$ cat src/rtl/cheri_dmem_pkg.sv
// Shared types for the CHERIoT data-memory bridge: response bookkeeping and tag position.
// No logic; no latency or backpressure of its own.
package cheri_dmem_pkg;

  localparam int          TagBit     = 32;
  localparam logic [31:0] DefMemBase = 32'h2000_0000;

  typedef struct packed {
    logic valid;
    logic err;
    logic is_cap;
    logic we;
  } resp_info_t;

endpackage

$ cat src/rtl/cheri_dmem_resp_pipe.sv
// Fixed-depth shift register of response info; output is Depth cycles behind input.
// Loads every cycle, never stalls; asynchronous clear drops everything in flight.
module cheri_dmem_resp_pipe
  import cheri_dmem_pkg::*;
#(
  parameter int Depth = 1
) (
  input  logic       clk_i,
  input  logic       rst_i,
  input  resp_info_t in_i,
  output resp_info_t out_o
);

  resp_info_t stage_q [Depth];
  resp_info_t stage_d [Depth];

  always_comb begin
    stage_d[0] = in_i;
    for (int i = 1; i < Depth; i++) begin
      stage_d[i] = stage_q[i-1];
    end
  end

  always_ff @(posedge clk_i or posedge rst_i) begin
    if (rst_i) begin
      for (int i = 0; i < Depth; i++) begin
        stage_q[i] <= '0;
      end
    end else begin
      for (int i = 0; i < Depth; i++) begin
        stage_q[i] <= stage_d[i];
      end
    end
  end

  assign out_o = stage_q[Depth-1];

endmodule

$ cat src/rtl/cheri_dmem_bridge.sv
// Core tagged data port to data SRAM + granule tag SRAM; responses MemLatency cycles after grant.
// Grant follows the arbiter (errored requests grant at once); responses cannot be stalled.
module cheri_dmem_bridge
  import cheri_dmem_pkg::*;
#(
  parameter logic [31:0] MemBase    = DefMemBase,
  parameter int          MemWords   = 16384,
  parameter int          MemLatency = 1,
  parameter int          AddrW      = $clog2(MemWords)
) (
  input  logic             clk_i,
  input  logic             rst_i,
  input  logic             data_req_i,
  input  logic             data_is_cap_i,
  input  logic             data_we_i,
  input  logic [3:0]       data_be_i,
  input  logic [31:0]      data_addr_i,
  input  logic [32:0]      data_wdata_i,
  output logic             data_gnt_o,
  output logic             data_rvalid_o,
  output logic [32:0]      data_rdata_o,
  output logic             data_err_o,
  output logic             mem_req_o,
  input  logic             mem_gnt_i,
  output logic             mem_we_o,
  output logic [3:0]       mem_be_o,
  output logic [AddrW-1:0] mem_addr_o,
  output logic [31:0]      mem_wdata_o,
  input  logic [31:0]      mem_rdata_i,
  output logic             tag_req_o,
  output logic             tag_we_o,
  output logic [AddrW-2:0] tag_addr_o,
  output logic             tag_wdata_o,
  input  logic             tag_rdata_i
);

  localparam logic [32:0] WindowBytes = 33'(MemWords) << 2;

  logic [31:0]      offset;
  logic [AddrW-1:0] word;
  logic             in_range;
  logic             err_req;
  logic             granted;
  resp_info_t       resp_in;
  resp_info_t       resp_out;

  // Wrap-around subtraction makes addresses below MemBase land out of range too.
  assign offset   = data_addr_i - MemBase;
  assign in_range = {1'b0, offset} < WindowBytes;
  assign word     = AddrW'(offset >> 2);

  assign err_req = ~in_range
                 | (data_is_cap_i & (data_be_i != 4'hF))
                 | (data_is_cap_i & (data_addr_i[1:0] != 2'b00));

  assign mem_req_o   = data_req_i & ~err_req;
  assign granted     = mem_req_o & mem_gnt_i;
  assign data_gnt_o  = data_req_i & (err_req | mem_gnt_i);
  assign mem_we_o    = data_we_i;
  assign mem_be_o    = data_be_i;
  assign mem_addr_o  = word;
  assign mem_wdata_o = data_wdata_i[31:0];

  // Any plain store into a granule invalidates its capability.
  assign tag_req_o   = granted & (data_is_cap_i | data_we_i);
  assign tag_we_o    = tag_req_o & data_we_i & (data_is_cap_i | (|data_be_i));
  assign tag_wdata_o = data_is_cap_i & data_wdata_i[TagBit];
  assign tag_addr_o  = word[AddrW-1:1];

  always_comb begin
    resp_in = '0;
    if (data_gnt_o) begin
      resp_in.valid  = 1'b1;
      resp_in.err    = err_req;
      resp_in.is_cap = data_is_cap_i;
      resp_in.we     = data_we_i;
    end
  end

  cheri_dmem_resp_pipe #(
    .Depth (MemLatency)
  ) u_resp_pipe (
    .clk_i (clk_i),
    .rst_i (rst_i),
    .in_i  (resp_in),
    .out_o (resp_out)
  );

  assign data_rvalid_o = resp_out.valid;
  assign data_err_o    = resp_out.err;

  always_comb begin
    data_rdata_o = '0;
    if (resp_out.valid && !resp_out.err) begin
      data_rdata_o[TagBit] = resp_out.is_cap & ~resp_out.we & tag_rdata_i;
      data_rdata_o[31:0]   = resp_out.we ? 32'h0 : mem_rdata_i;
    end
  end

endmodule
$ cat config.mk
export PLATFORM = sky130hd
export DESIGN_NAME = cheri_dmem_bridge
export DESIGN_NICKNAME = d
export VERILOG_FILES = /design/src/rtl/cheri_dmem_pkg.sv /design/src/rtl/cheri_dmem_resp_pipe.sv /design/src/rtl/cheri_dmem_bridge.sv
export SDC_FILE = /design/constraint.sdc
export NUM_CORES = 1
export LEC_CHECK = 0
export BUFFER_PORTS_ARGS = -buffer_cell sky130_fd_sc_hd__buf_2
export CORE_AREA = 3 3 80 82
export DETAILED_ROUTE_END_ITERATION = 8
export DIE_AREA = 0 0 83 85
export GPL_TIMING_DRIVEN = 0
export PLACE_DENSITY_LB_ADDON = 0.12
export SYNTH_ARGS = -nofsm -noshare
export SYNTH_HDL_FRONTEND = slang
export SYNTH_SLANG_ARGS = --single-unit
$ cat constraint.sdc
create_clock -name clk_i -period 3.3 [get_ports clk_i]
set_input_delay 0.165 -clock clk_i [delete_from_list [all_inputs] [get_ports clk_i]]
set_output_delay 0.165 -clock clk_i [all_outputs]
set_load 0.02 [all_outputs]
Word-level counts from Yosys, hierarchy flattened
Cells that the tools add are included.

Bitwise gates (word level): 19. Equal/unequal tests: 1. Order comparisons: 1. Muxes and demuxes: 3. Reduce and logical (&&, ||, !) cells: 4. $add $sub $neg: 1.

Operator list (count): $mux 33 (1); $lt 32x17->1 const B (1); $mux 32 (1); $sub 32x30->32 const B (1); $and 1x1->1 (11); $or 1x1->1 (5); $mux 4 (1); $ne 4x4->1 const B (1); $reduce_or 4->1 (1); $not 1->1 (3); $reduce_bool 2->1 (1); $logic_and 1x1->1 (1); $logic_not 1->1 (1).

Register bits: 4.

Logic depth before layout (Yosys ltp)
Depth in word-level cells: 11. Depth in mapped cells: 6. Gate-level depth less buffers: 6.

Modules after synthesis
Synthesis repeated with hierarchy kept, for this count alone.

Cells, all modules: 135. Area, all modules: 1011.0 sq um.

Modules (own cells, without submodules): cheri_dmem_bridge (area each 907.1 sq um, cells an instance 130, instances 1, sequential area each 0.0 sq um); cheri_dmem_resp_pipe (area each 103.8 sq um, cells an instance 5, instances 1, sequential area each 100.1 sq um).

Least setup slack after synthesis
Ideal clock, no wire load.

Path type: flip-flop to output port. From: register u_resp_pipe.stage_q (netlist bit u_resp_pipe.out_o[2]). To: output data_rdata_o[0]. Slack: 1.828 ns. Path buffers: 1. Arrival: 1.307 ns. Required time: 3.135 ns. Cell stages (with the launch flop): 4. Cells stage by stage: dfrtp_1 nor3b_1 clkbuf_1 and2_1.

Word-level cells in the longest chain between the ends: 3.

RTL lines: start: declaration (RTL line cheri_dmem_resp_pipe.sv:14) `resp_info_t stage_q [Depth];`; start signal: indexed assignment (RTL line cheri_dmem_resp_pipe.sv:31) `stage_q[i] <= stage_d[i];`; $logic_not 1->1 (RTL line cheri_dmem_bridge.sv:94) `if (resp_out.valid && !resp_out.err) begin`; $logic_and 1x1->1 (RTL line cheri_dmem_bridge.sv:94); $mux 33 (RTL line cheri_dmem_bridge.sv:94); end: declaration (RTL line cheri_dmem_bridge.sv:21) `output logic [32:0] data_rdata_o,`.

No other way between the ends.

Worst setup path after layout
From: register u_resp_pipe.stage_q (netlist bit u_resp_pipe.out_o[2]). To: output data_rdata_o[4].

Same word-level chain as after synthesis.

==> flow_summary_export.csv <==
group,metric,value,unit
global_route,grt_pass1_wl,6150,µm
logic_synthesis,synth-seq-cells,4,
outcome,status,"completed",
power_and_ir_drop,p_clk_share,24.9,%
flow_run,drv_cap,0,
finish,area_growth,96.0,%
sta,final-hold-violation-count,0,
detailed_routing,routed_via_density,3.62,
logic_synthesis,yosysTopAreaCellShare,47.5,%
floorplan,die_width,83,µm
logic_synthesis,ys_warn_count,0,
setup_path,critical_path_required,3130,ps
sta,fmaxAchievable,519,MHz
logic_synthesis,synth-simple-area-share,31.4,%
cts,holdBufCountCts,1,
power_and_ir_drop,p_int,0.000255,W
detailed_routing,dr.first_iter.drc_count,36,
detailed_routing,drc_errors,0,
place,gp_congestion,0.731,
power_and_ir_drop,p_comb_share,62.2,%
setup_path,worst_setup_path_end_kind,"primary output",
finish,nFillCells,643,
power_and_ir_drop,power_leakage,1.27,nW
cts,cts_buffer_depth,2,
floorplan,dieArea,0.00706,mm²
floorplan,initial_core_util,17.4,%
logic_synthesis,netlist_area,0.00101,mm²
logic_synthesis,synth_compound_gate_area_share,4.58,%
sta,worstMarginPinSlew,612,ps
power_and_ir_drop,seqPwrFrac,13.0,%
setup_path,cp_slowest_cell,"nor3b_1",
floorplan,rows,28,
finish,multi_input_area,400,µm²
setup_path,crit_end,"data_rdata_o[4]",
floorplan,core-area,0.00582,mm²
setup_path,critical_path_buf_inv_count,2,
logic_synthesis,netlist_instances,135,
finish,final_cell_area,0.00198,mm²
sta,rsz0062_at_grt,"no",
finish,regArea,100,µm²
sta,period_needed,1930,ps
logic_synthesis,synthXorXnorAreaFrac,0.866,%
detailed_routing,wl_per_cell,10.4,µm
power_and_ir_drop,power.switching,0.000152,W
global_route,first_global_vias,1327,
global_route,grt_overflow,0,
sta,fin_setup_tns,0,ps
setup_path,path_max_fanout,10,
setup_path,crit_chain,"nor3b_1 > clkbuf_1 > and2_1 > buf_2",
place,place_area,0.00193,mm²
finish,largest_reg_flops,4,
global_route,antenna_found_initial,0,
place,io_buffers,165,
cts,clk_pin_slew_worst_paths,30,ps
floorplan,die_h,85,µm
power_and_ir_drop,vdd_drop_max,0.0000994,V
logic_synthesis,synth_top_family_by_area,"buffers and inverters",
finish,antenna_cells,0,
setup_path,start_kind,"flop",
sta,finalCritPeriodShare,58.4,%
cts,clock_sinks,4,
power_and_ir_drop,pwr_density_cell,206,mW/mm²
detailed_routing,antenna_left,0,
sta,drv_slew,0,
setup_path,cp_top_family,"simple AND/OR/NAND/NOR gates",
cts,clock-root-buffer,"clkbuf_8",
logic_synthesis,ys_seq_area_share,9.90,%
detailed_routing,dr.pass1.iters,3,
place,dp_hpwl,3700,µm
setup_path,crit_type,"reg -> out",
setup_path,cp.arrival,1760,ps
cts,cts_made_buffers,3,
setup_path,slowest_delay,520,ps
power_and_ir_drop,switching_share,37.4,%
global_route,grt_usage,10.2,%
cts,cts_tree,"built",
logic_synthesis,synth_cell_type_count,25,
finish,nets,415,
cts,post_cts_buffers,0,
logic_synthesis,yosys.area_share.adder,1.24,%
sta,finalSetupViolations,0,
logic_synthesis,synth_top_area_cell,"buf_4",
floorplan,ios,212,
setup_path,worstSetupPathDepth,4,
detailed_routing,num_vias,1372,
logic_synthesis,synth_mux_area_share,1.49,%
cts,htreeDepth,1,
logic_synthesis,avgSynthCellArea,7.49,µm²
finish,drive_gt1_share,77.6,%
setup_path,cp-startpoint,"u_resp_pipe.out_o[2]$_DFF_PP0_",
detailed_routing,routed_wl,3940,µm
hold_path,hold_path_class,"in -> reg",
logic_synthesis,syn-num-nets,244,
global_route,grt_max_degree,11,
sta,slew-limit-headroom,59.1,%
logic_synthesis,yosys-top-cells-area,"buf_4, and2_1, dfrtp_1",
cts,post_cts_resize_count,0,
sta,hold_ws,250,ps
## placed cells by master, fill, tap and decap left out, types with 2 or more instances in the layout
| cell type | instances |
|---|---|
| inv_1 | 5 |
| nand2_1 | 3 |
| clkbuf_1 | 3 |
| nor2_1 | 2 |
| nor4_1 | 2 |
| and2_1 | 34 |
| dfrtp_1 | 4 |
| clkbuf_8 | 3 |
| buf_2 | 165 |
| and3_1 | 2 |
| buf_4 | 64 |
## cell usage after synthesis
library cell,count
buf_4,64
and2_1,34
inv_1,5
dfrtp_1,4
clkbuf_1,3
nand2_1,3
and3_1,2
nor2_1,2
nor4_1,2
ha_1,1
mux2_4,1
nand3_1,1
nand4_1,1
nor3_1,1
nor3_2,1
nor3b_1,1
nor4b_1,1
o2111ai_1,1
o211a_1,1
o21a_1,1
o311a_2,1
o41ai_1,1
or4_1,1
or4_4,1
xnor2_1,1
## final cells by class
class / instances / area share (%)
repair buffers: 166 / 42.2
inverters: 5 / 0.947
plain buffers: 67 / 24.8
clock buffers: 3 / 2.08
multi-input cells: 59 / 20.2
flip-flops and latches: 4 / 5.05
well taps: 75 / 4.73
## through the flow
stage / worst slack [ps] / instances / power, W / util, %
after floorplan: 1830 / 135 / 0.000214 / -
after global placement: 1410 / 375 / 0.000309 / 33.2
after detailed placement: 1450 / 375 / 0.000309 / 33.2
after CTS: 1270 / 379 / 0.000414 / 34.1
after global routing: 1170 / 379 / 0.000437 / 34.1
final: 1370 / 379 / 0.000408 / 34.1
## power by group through the flow
| stage | combinational [W] | clock (W) | sequential, W |
|---|---|---|---|
| after floorplan | 0.000160 | 0 | 0.0000548 |
| after global placement | 0.000255 | 0 | 0.0000534 |
| after detailed placement | 0.000256 | 0 | 0.0000535 |
| after CTS | 0.000257 | 0.000103 | 0.0000530 |
| after global routing | 0.000274 | 0.000110 | 0.0000532 |
| final | 0.000253 | 0.000101 | 0.0000529 |
## routing by layer
layer	global-route usage, %	part of all wire [%]	vias up	wire (µm)
li1	-	-	704	-
met1	11.9	36	549	1400
met2	18.5	52	117	2040
met3	3.01	12	2	487
met4	2.23	0.36	0	14
met5	0	0	-	0
## how the worst min path moves through the flow
stage / startpoint / to / cells after the start
global placement: rst_i / u_resp_pipe.out_o[3]$_DFF_PP0_ / 2
global route: data_we_i / u_resp_pipe.out_o[0]$_DFF_PP0_ / 2
floorplan: rst_i / u_resp_pipe.out_o[0]$_DFF_PP0_ / 1
detailed placement: rst_i / u_resp_pipe.out_o[3]$_DFF_PP0_ / 2
CTS: data_we_i / u_resp_pipe.out_o[0]$_DFF_PP0_ / 2
finish: data_we_i / u_resp_pipe.out_o[0]$_DFF_PP0_ / 2
## kinds of logic (layout without fill, tap and decap cells)
group | Yosys count | after routing
flip-flops | 4 | 4
adder cells (fa/ha/maj) | 1 | 1
AO/OA/AOI/OAI | 5 | 5
AND/OR/NAND/NOR | 51 | 51
XOR/XNOR | 1 | 1
multiplexers | 1 | 1
buffers and inverters | 72 | 241
No activity file was read; power rests on OpenSTA's default activity.
